`src/rtl/score_digits_pkg.sv`:
```
// Shared definitions for the score_digits block.
//
// Contents:
//   bcd_t               one 4-bit BCD digit (legal values 0..9)
//   score_t             four BCD digits; [0] is units and [3] is thousands
//   seg_t               segment pattern indexed [0:6], bit [0] first
//   SEG_0..SEG_9        digit-to-segment patterns
//   SEG_BLANK           pattern for any non-BCD input
//   state_t             game state encoding: ST_IDLE, ST_RUN, ST_OVER
//   SCORE_MAX           saturation value of the score (9999)
package score_digits_pkg;

  typedef logic [3:0]      bcd_t;
  typedef logic [3:0][3:0] score_t;
  typedef logic [0:6]      seg_t;

  localparam seg_t SEG_0     = 7'b1111110;
  localparam seg_t SEG_1     = 7'b0110000;
  localparam seg_t SEG_2     = 7'b1101101;
  localparam seg_t SEG_3     = 7'b1111001;
  localparam seg_t SEG_4     = 7'b0110011;
  localparam seg_t SEG_5     = 7'b1011011;
  localparam seg_t SEG_6     = 7'b1011111;
  localparam seg_t SEG_7     = 7'b1110000;
  localparam seg_t SEG_8     = 7'b1111111;
  localparam seg_t SEG_9     = 7'b1111011;
  localparam seg_t SEG_BLANK = 7'b0000000;

  typedef enum logic [1:0] {
    ST_IDLE = 2'd0,
    ST_RUN  = 2'd1,
    ST_OVER = 2'd2
  } state_t;

  localparam score_t SCORE_MAX = 16'h9999;

endpackage

```
`src/rtl/score_digits_if.sv`:
```
// Signal bundle between the game logic and the score_digits block.
//
// Signals:
//   frame_tick  one-cycle pulse per VGA frame
//   restart     one-cycle pulse: clear score and start or restart play
//   game_over   one-cycle pulse: collision detected, stop play
//   show_hi     level: display the high score instead of the score
//   seg_d0..3   [0:6] segment patterns, units..thousands
//   playing     high while the game runs
//   new_hi      one-cycle pulse when the high score is replaced
//
// Modports:
//   master  drives the control inputs and observes the display outputs
//   slave   the score_digits block itself
interface score_digits_if;
  import score_digits_pkg::*;

  logic frame_tick;
  logic restart;
  logic game_over;
  logic show_hi;
  seg_t seg_d0;
  seg_t seg_d1;
  seg_t seg_d2;
  seg_t seg_d3;
  logic playing;
  logic new_hi;

  modport master (
    output frame_tick, restart, game_over, show_hi,
    input  seg_d0, seg_d1, seg_d2, seg_d3, playing, new_hi
  );

  modport slave (
    input  frame_tick, restart, game_over, show_hi,
    output seg_d0, seg_d1, seg_d2, seg_d3, playing, new_hi
  );

endinterface

```
`src/rtl/score_digits_seg_decoder.sv`:
```
// Purely combinational BCD digit to [0:6] segment-pattern lookup.
//
// Ports:
//   digit_i  input  4  BCD digit
//   seg_o    output 7  segment pattern, bit [0] first; blank for non-BCD
module seg_decoder
  import score_digits_pkg::*;
(
  input  bcd_t digit_i,
  output seg_t seg_o
);

  always_comb begin
    seg_o = SEG_BLANK;
    case (digit_i)
      4'd0:    seg_o = SEG_0;
      4'd1:    seg_o = SEG_1;
      4'd2:    seg_o = SEG_2;
      4'd3:    seg_o = SEG_3;
      4'd4:    seg_o = SEG_4;
      4'd5:    seg_o = SEG_5;
      4'd6:    seg_o = SEG_6;
      4'd7:    seg_o = SEG_7;
      4'd8:    seg_o = SEG_8;
      4'd9:    seg_o = SEG_9;
      default: seg_o = SEG_BLANK;
    endcase
  end

endmodule

```
`src/rtl/score_digits.sv`:
```
// Running 4-digit BCD score for the goose-run VGA game. The score advances
// once every FRAMES_PER_POINT frames while the game runs, saturates at 9999,
// freezes on game over, and is shown as four registered segment patterns.
//
// Ports:
//   clk    input   system/pixel clock, the only clock
//   reset  input   synchronous, active-high
//   bus    slave   score_digits_if (frame_tick, restart, game_over, show_hi
//                  in; seg_d0..seg_d3, playing, new_hi out)
//
// Parameters:
//   FRAMES_PER_POINT  frame ticks per score point, 1..255
//   PRESCALE_W        prescaler width, must hold FRAMES_PER_POINT-1
//
// Build option: define SCORE_DIGITS_HISCORE_EN to add the high-score register,
// the show_hi display select and the new_hi pulse. Without it show_hi is
// ignored and new_hi is held low.
module score_digits
  import score_digits_pkg::*;
#(
  parameter int unsigned FRAMES_PER_POINT = 6,
  parameter int unsigned PRESCALE_W       = 8
) (
  input  logic           clk,
  input  logic           reset,
  score_digits_if.slave  bus
);

  localparam logic [PRESCALE_W-1:0] PRESCALE_LAST = PRESCALE_W'(FRAMES_PER_POINT - 1);
  localparam logic [PRESCALE_W-1:0] PRESCALE_ONE  = PRESCALE_W'(1);

  state_t                 state_q, state_d;
  logic [PRESCALE_W-1:0]  prescale_q, prescale_d;
  score_t                 score_q, score_d;
  score_t                 score_inc;
  logic                   playing_q, playing_d;
  logic [3:0][0:6]        seg_q;
  logic [3:0][0:6]        seg_dec;
  score_t                 disp;
  logic                   carry;

  // Score plus one; the carry ripples through all four digits in one cycle.
  always_comb begin
    score_inc = score_q;
    carry     = 1'b1;
    for (int i = 0; i < 4; i++) begin
      if (carry) begin
        if (score_q[i] == 4'd9) begin
          score_inc[i] = 4'd0;
        end else begin
          score_inc[i] = score_q[i] + 4'd1;
          carry        = 1'b0;
        end
      end
    end
  end

  // Next state: restart beats game_over, and game_over suppresses any
  // scoring tick in the same cycle.
  always_comb begin
    state_d    = state_q;
    prescale_d = prescale_q;
    score_d    = score_q;
    if (bus.restart) begin
      state_d    = ST_RUN;
      prescale_d = '0;
      score_d    = '0;
    end else if (state_q == ST_RUN) begin
      if (bus.game_over) begin
        state_d = ST_OVER;
      end else if (bus.frame_tick) begin
        if (prescale_q == PRESCALE_LAST) begin
          prescale_d = '0;
          if (score_q != SCORE_MAX) begin
            score_d = score_inc;
          end
        end else begin
          prescale_d = prescale_q + PRESCALE_ONE;
        end
      end
    end
    playing_d = (state_d == ST_RUN);
  end

  always_ff @(posedge clk) begin
    if (reset) begin
      state_q    <= ST_IDLE;
      prescale_q <= '0;
      score_q    <= '0;
      playing_q  <= 1'b0;
      seg_q      <= {4{SEG_0}};
    end else begin
      state_q    <= state_d;
      prescale_q <= prescale_d;
      score_q    <= score_d;
      playing_q  <= playing_d;
      seg_q      <= seg_dec;
    end
  end

`ifdef SCORE_DIGITS_HISCORE_EN
  score_t hi_q, hi_d;
  logic   new_hi_q, new_hi_d;

  // Packed BCD digits compare correctly as a plain 16-bit magnitude.
  always_comb begin
    hi_d     = hi_q;
    new_hi_d = 1'b0;
    if (!bus.restart && (state_q == ST_RUN) && bus.game_over && (score_q > hi_q)) begin
      hi_d     = score_q;
      new_hi_d = 1'b1;
    end
  end

  always_ff @(posedge clk) begin
    if (reset) begin
      hi_q     <= '0;
      new_hi_q <= 1'b0;
    end else begin
      hi_q     <= hi_d;
      new_hi_q <= new_hi_d;
    end
  end

  assign disp       = bus.show_hi ? hi_q : score_q;
  assign bus.new_hi = new_hi_q;
`else
  logic unused_show_hi;

  assign unused_show_hi = bus.show_hi;
  assign disp           = score_q;
  assign bus.new_hi     = 1'b0;
`endif

  for (genvar g = 0; g < 4; g++) begin : g_dec
    seg_decoder u_dec (
      .digit_i (disp[g]),
      .seg_o   (seg_dec[g])
    );
  end

  assign bus.seg_d0  = seg_q[0];
  assign bus.seg_d1  = seg_q[1];
  assign bus.seg_d2  = seg_q[2];
  assign bus.seg_d3  = seg_q[3];
  assign bus.playing = playing_q;

endmodule
```
`src/flat_wrapper.sv`:
```
// flat-port wrapper written by rule: the top's interface ports become plain ports
module score_digits_flat import score_digits_pkg::*;
#(
  parameter int unsigned FRAMES_PER_POINT = 6,
  parameter int unsigned PRESCALE_W       = 8
)
  (clk, reset, bus_frame_tick, bus_restart, bus_game_over, bus_show_hi, bus_seg_d0, bus_seg_d1, bus_seg_d2, bus_seg_d3, bus_playing, bus_new_hi);
  score_digits_if bus_i ();
  input  logic clk;
  input  logic reset;
  input wire logic [$bits(bus_i.frame_tick)-1:0] bus_frame_tick;
  input wire logic [$bits(bus_i.restart)-1:0] bus_restart;
  input wire logic [$bits(bus_i.game_over)-1:0] bus_game_over;
  input wire logic [$bits(bus_i.show_hi)-1:0] bus_show_hi;
  output wire logic [$bits(bus_i.seg_d0)-1:0] bus_seg_d0;
  output wire logic [$bits(bus_i.seg_d1)-1:0] bus_seg_d1;
  output wire logic [$bits(bus_i.seg_d2)-1:0] bus_seg_d2;
  output wire logic [$bits(bus_i.seg_d3)-1:0] bus_seg_d3;
  output wire logic [$bits(bus_i.playing)-1:0] bus_playing;
  output wire logic [$bits(bus_i.new_hi)-1:0] bus_new_hi;
  assign bus_i.frame_tick = bus_frame_tick;
  assign bus_i.restart = bus_restart;
  assign bus_i.game_over = bus_game_over;
  assign bus_i.show_hi = bus_show_hi;
  assign bus_seg_d0 = bus_i.seg_d0;
  assign bus_seg_d1 = bus_i.seg_d1;
  assign bus_seg_d2 = bus_i.seg_d2;
  assign bus_seg_d3 = bus_i.seg_d3;
  assign bus_playing = bus_i.playing;
  assign bus_new_hi = bus_i.new_hi;
  score_digits #(.FRAMES_PER_POINT(FRAMES_PER_POINT), .PRESCALE_W(PRESCALE_W)) u_core (.clk(clk), .reset(reset), .bus(bus_i));
endmodule
```
`config.mk`:
```
export PLATFORM = sky130hd
export DESIGN_NAME = score_digits_flat
export DESIGN_NICKNAME = d
export VERILOG_FILES = /design/src/rtl/score_digits_pkg.sv /design/src/rtl/score_digits_if.sv /design/src/rtl/score_digits_seg_decoder.sv /design/src/rtl/score_digits.sv /design/src/flat_wrapper.sv
export SDC_FILE = /design/constraint.sdc
export NUM_CORES = 1
export LEC_CHECK = 0
export CAP_MARGIN = 0
export CORE_MARGIN = 2
export CORE_UTILIZATION = 55
export DETAILED_ROUTE_END_ITERATION = 8
export HOLD_SLACK_MARGIN = 0.02
export PLACE_DENSITY = 0.79
export SLEW_MARGIN = 20
export SYNTH_ARGS = -nofsm -noshare
export SYNTH_HDL_FRONTEND = slang
export SYNTH_SLANG_ARGS = --single-unit
```
`constraint.sdc`:
```
create_clock -name clk -period 2.5 [get_ports clk]
set_input_delay 0.25 -clock clk [delete_from_list [all_inputs] [get_ports clk]]
set_output_delay 0.25 -clock clk [all_outputs]
set_load 0.02 [all_outputs]
```
Word-level counts from Yosys, hierarchy flattened
Memory sizes are Yosys's and may differ from the RTL's. A register that Yosys moved wholly into a read port is not among the register bits.
Cells that the tools add are included.
{"block": "totals", "output_inout_bits": 30, "memories": 4, "ff_bits": 27, "mem_bits_ro": 448, "elab_cells": 44}
{"name": "(no name shown)", "depth": 16, "word_bits": 7, "rd": 1, "rd_ports_with_merged_regs": 1, "wr": 0, "line_no": "score_digits_seg_decoder.sv:15", "text": "case (digit_i)"}
{"name": "(no name shown)", "depth": 16, "word_bits": 7, "rd": 1, "rd_ports_with_merged_regs": 1, "wr": 0, "line_no": "score_digits_seg_decoder.sv:15"}
{"name": "(no name shown)", "depth": 16, "word_bits": 7, "rd": 1, "rd_ports_with_merged_regs": 1, "wr": 0, "line_no": "score_digits_seg_decoder.sv:15"}
{"name": "(no name shown)", "depth": 16, "word_bits": 7, "rd": 1, "rd_ports_with_merged_regs": 1, "wr": 0, "line_no": "score_digits_seg_decoder.sv:15"}
{"block": "classes", "n_bitwise": 1, "n_reduce_logical": 6, "mux": 13, "add_sub_neg": 5, "n_eq_ne": 8}
{"cell": "AND reduction 6 bit", "n": 3}
{"cell": "adder 4 x 1 -> 4 bit, second input constant", "n": 4}
{"cell": "== test 4 bit, second input constant", "n": 4}
{"cell": "two-way mux 4 bit", "n": 4}
{"cell": "!= test 16 bit, second input constant", "n": 1}
{"cell": "adder 8 x 1 -> 8 bit, second input constant", "n": 1}
{"cell": "== test 8 x 3 -> 1 bit, second input constant", "n": 1}
{"cell": "two-way mux 8 bit", "n": 1}
{"cell": "two-way mux 2 bit", "n": 3}
{"cell": "two-way mux 1 bit", "n": 5}
{"cell": "AND reduction 5 bit", "n": 1}
{"cell": "== test 2 x 1 -> 1 bit, second input constant", "n": 2}
{"cell": "AND reduction 3 bit", "n": 1}
{"cell": "OR reduction 2 bit", "n": 1}
{"cell": "NOT 1 bit", "n": 1}

Longest topological paths before layout
{"block": "logic_depth", "depth_word": 5, "mapped_depth": 7}

Modules after synthesis
A second synthesis with hierarchy kept.
{"block": "unflattened", "hier_cells": 347, "area_unflattened_um2": 3062.9}
{"module": "score_digits", "seq_area_each_um2": 1101.1, "cells_each": 237, "n_inst": 1, "area_per_inst_um2": 2204.6}
{"module": "seg_decoder at u_core.g_dec[0].u_dec ...", "seq_area_each_um2": 0.0, "cells_each": 28, "n_inst": 3, "area_per_inst_um2": 219.0}
{"module": "seg_decoder at u_core.g_dec[1].u_dec", "seq_area_each_um2": 0.0, "cells_each": 26, "n_inst": 1, "area_per_inst_um2": 201.4}

Worst setup path after synthesis
OpenSTA, ideal clock, no wires.
{"block": "synth_path", "path_type": "register to register", "startpoint": "register u_core.score_q, in the netlist u_core.disp[1]", "endpoint": "register u_core.score_q, in the netlist u_core.disp[11]", "t_arrival_ps": 1747, "stages_incl_launch_ff": 8, "period_less_slack_ps": 1821, "slack_ps": 679, "path_cell_list": "dfxtp_1 -> inv_1 -> ha_1 -> and3b_1 -> buf_2 -> o211ai_1 -> or4_1 -> a31oi_1"}
{"block": "synth_between", "elab_chain_cells": 4, "elab_cells_between_ends": 5, "classes_between": "eq/ne (2); mux (2); reduce/logical (1)"}
{"item": "start: declaration", "line_no": "score_digits.sv:34", "text": "score_t score_q, score_d;"}
{"item": "start signal: assignment", "line_no": "score_digits.sv:95", "text": "score_q <= score_d;"}
{"item": "== test 4 bit", "line_no": "score_digits.sv:48", "text": "if (score_q[i] == 4'd9) begin"}
{"item": "two-way mux 1 bit", "line_no": "score_digits.sv:48"}
{"item": "two-way mux 1 bit", "line_no": "score_digits.sv:47", "text": "if (carry) begin"}
{"item": "AND reduction 6 bit (no line) *"}
Mark *: on every way between the ends. The rest lies on a longest branch, timed or not.
A chain may end at the register's enable or synchronous reset.

Worst setup path after layout
{"block": "layout_path", "startpoint": "register u_core.score_q, in the netlist u_core.disp[9]", "endpoint": "register u_core.score_q, in the netlist u_core.disp[11]"}
{"block": "layout_between", "elab_chain_cells": 2, "elab_cells_between_ends": 5, "classes_between": "add/sub (1); eq/ne (2); mux (1); reduce/logical (1)"}
{"item": "adder 4 x 1 -> 4 bit, or another cell as far along", "line_no": "score_digits.sv:51", "text": "score_inc[i] = score_q[i] + 4'd1;"}
{"item": "two-way mux 4 bit / AND reduction 6 bit (equally long branches)"}
Parallel ways exist; a longest one is shown, timed or not.

==> impl_metrics.yaml <==
run_status:
  status: "completed"
layout:
  postLayoutCellArea_um2: 3323
  antenna-diode-count: 0
  drive_gt1_frac: 0.05525
  nets: 400
  area_growth_pct: 15.98
worst_setup_path:
  arrival_ps: 2310
  timing.setup.critical_path_class: "reg2reg"
  critPathLaunchType: "flip-flop"
  cp-end-kind: "flip-flop"
  cp_data_required_time_ps: 2740
  cp_max_fo: 9
global_routing:
  grt_use_met2: 0.3571
  grtUsageTotal: 0.2052
  grt_overflow: 0
  grt-busiest-layer: "met2"
  grt_pass1_wl_um: 9963
  grt_util_met3: 0.03673
  grt_antenna_before_repair: 0
  grt_pass1_vias: 2225
  globalRouteMet1Util: 0.2596
  grt_max_degree: 25
clocking:
  cts_sinks: 55
  cts_resized: 0
  clkLatencyLatePin_ps: 310
  cts_tree: "built"
  cts_root_buffer: "clkbuf_8"
  clk_pin_slew_worst_paths_ps: 90
  cts_made_buffers: 5
  postCtsSetupRepairBufs: 0
  clk_path_buf_depth: 2
  h-tree-depth: 2
  hold_buffers: 0
sta:
  period_needed_ps: 2071
  fin_ws_ps: 429.2
  finalClockSkew_ps: 6.035
  maxSlewHeadroom: 0.6446
  drv_slew: 0
  setup_tns_ps: 0
  period_share: 0.8283
  hold_viol_final: 0
  worst_slew_pin_slew_ps: 528.5
  fmax_ghz: 0.4829
  setup_viol: 0
  rsz0062_at_grt: "false"
synth:
  synth_edf_count: 0
  yosysTopAreaCell: "dfxtp_1"
  syn_area_per_cell_um2: 8.553
  ys_ff_latch: 55
  synth_area_um2: 2865
  ys_seq_area_frac: 0.3843
  synthFlopType: "dfxtp_1"
  ys_warn_count: 0
  ys_types: 44
  ys_top_cells_by_area: "dfxtp_1, ha_1, a21oi_1"
  synth.most_common_cell: "dfxtp_1"
  netlist.area_leader.share: 0.3843
  synth_nets: 373
  async_flop_share: 0
  yosys-top-cells-count: "dfxtp_1, a21oi_1, ha_1"
  syn_inst: 335
pwr:
  power.density_nw_per_um2: 427.1
  clkPwrFrac: 0.350
  seq_power_share: 0.620
  switchingPower_mw: 0.3061
  swShare: 0.2157
  total_leakage_power_nw: 1.245
  ir_drop_v: 0.0003308
  intPower_mw: 1.113
  p_comb_frac: 0.030
min_path:
  hp-class: "reg2reg"
route:
  drc_errors: 0
  drtPass1Iterations: 4
  drtIter0Drc: 93
  detail-route-antenna-nets: 0
  wire_per_inst_um: 12.84
  vias: 2403
  routed_wl_um: 5547
  post_drt_via_cell_ratio: 5.563
die:
  rows: 26
  die_w_um: 76.18
  start_util: 0.5646
  die-height_um: 76.18
  die_area_um2: 5803
  core-area_um2: 5075
  ios: 36
placed_design:
  place_hpwl_um: 3932
  place_ws_ps: 277.4
  place_area_um2: 3236
  place_congestion: 0.7889
  io_buffers: 33
job:
  drv_cap: 0
==> metrics by stage <==
stage / util / power [mW] / instances / hold slack (ps)
floorplan: - / 0.9276 / 335 / 367.4
global route: 0.6548 / 1.468 / 432 / 562.9
detailed placement: 0.6376 / 0.9434 / 425 / 503.4
global placement: 0.6376 / 0.9419 / 425 / 492.6
CTS: 0.6548 / 1.436 / 432 / 526.6
finish: 0.6548 / 1.419 / 432 / 529.7
==> cell usage in the layout, fill, tap and decap left out, types with 4 or more instances in the layout <==
master           Yosys  routed
a21oi_1             33      33
xor2_1               4       4
a21o_1               8       8
ha_1                32      32
clkbuf_8             0       6
inv_1               26      26
nand2_1             18      18
o21ai_0             31      31
or3_1                8       8
nand3_1              7       7
nand2b_1             7       7
nand4_1              7       7
nor2_1              29      29
buf_4                1       5
nand3b_1             4       4
mux2i_1              5       5
dfxtp_1             55      55
clkdlybuf4s50_1      0      33
==> area by class of cell <==
cell class              count  area (um2)
flip-flops and latches     55        1101
clock inverters             1       5.005
well taps                  70       87.58
clock buffers               6       82.58
multi-input cells         236        1582
fillers                   450        1752
repair buffers             38       367.9
inverters                  26       97.59
==> worst max-delay path: stages (launching register included) <==
cell	delay (ps)
dfxtp_1	490
inv_1	150
ha_1	240
nand3b_1	200
o211ai_1	220
or4_1	540
a31oi_1	160
==> kinds of logic after synthesis <==
kind of cell    synth area share
buf+inv                  0.06375
flops                     0.3843
simple gates              0.2044
compound gates            0.1738
mux                      0.01747
fa+ha+maj                 0.1397
other cells             0.001309
xor+xnor                 0.01528
==> worst paths after layout <==
check	depth (start not counted)	end	from	slack [ps]
worst min register to register	2	u_core.state_q[1]	u_core.state_q[1]	530
worst min-delay path	2	u_core.state_q[1]	u_core.state_q[1]	530
worst max register to register	6	u_core.disp[11]	u_core.disp[9]	430
worst max-delay path	6	u_core.disp[11]	u_core.disp[9]	430
==> flip-flops by register name (all words and copies together), names as in the netlist <==
name,cells
u_core.prescale_q,8
u_core.bus.seg_d1,7
u_core.bus.seg_d2,7
u_core.state_q,2
u_core.bus.seg_d3,7
u_core.disp,16
u_core.bus.seg_d0,7
u_core.bus.playing,1
==> power groups by stage <==
stage | Sequential (mW) | Clock (mW) | Combinational, mW
2_1_floorplan | 0.902 | 0 | 0.0257
5_1_grt | 0.881 | 0.540 | 0.0474
4_1_cts | 0.880 | 0.513 | 0.0425
3_5_place_dp | 0.901 | 0 | 0.0424
6_report | 0.881 | 0.496 | 0.0427
3_3_place_gp | 0.901 | 0 | 0.0410
==> layer usage <==
metal | vias to the layer above | part of all wire
met2 | 45 | 0.51
met4 | 0 | 0.012
met1 | 1149 | 0.44
li1 | 1202 | -
met3 | 7 | 0.037
met5 | - | 0
Note: power is estimated with default switching activity, not from simulation.
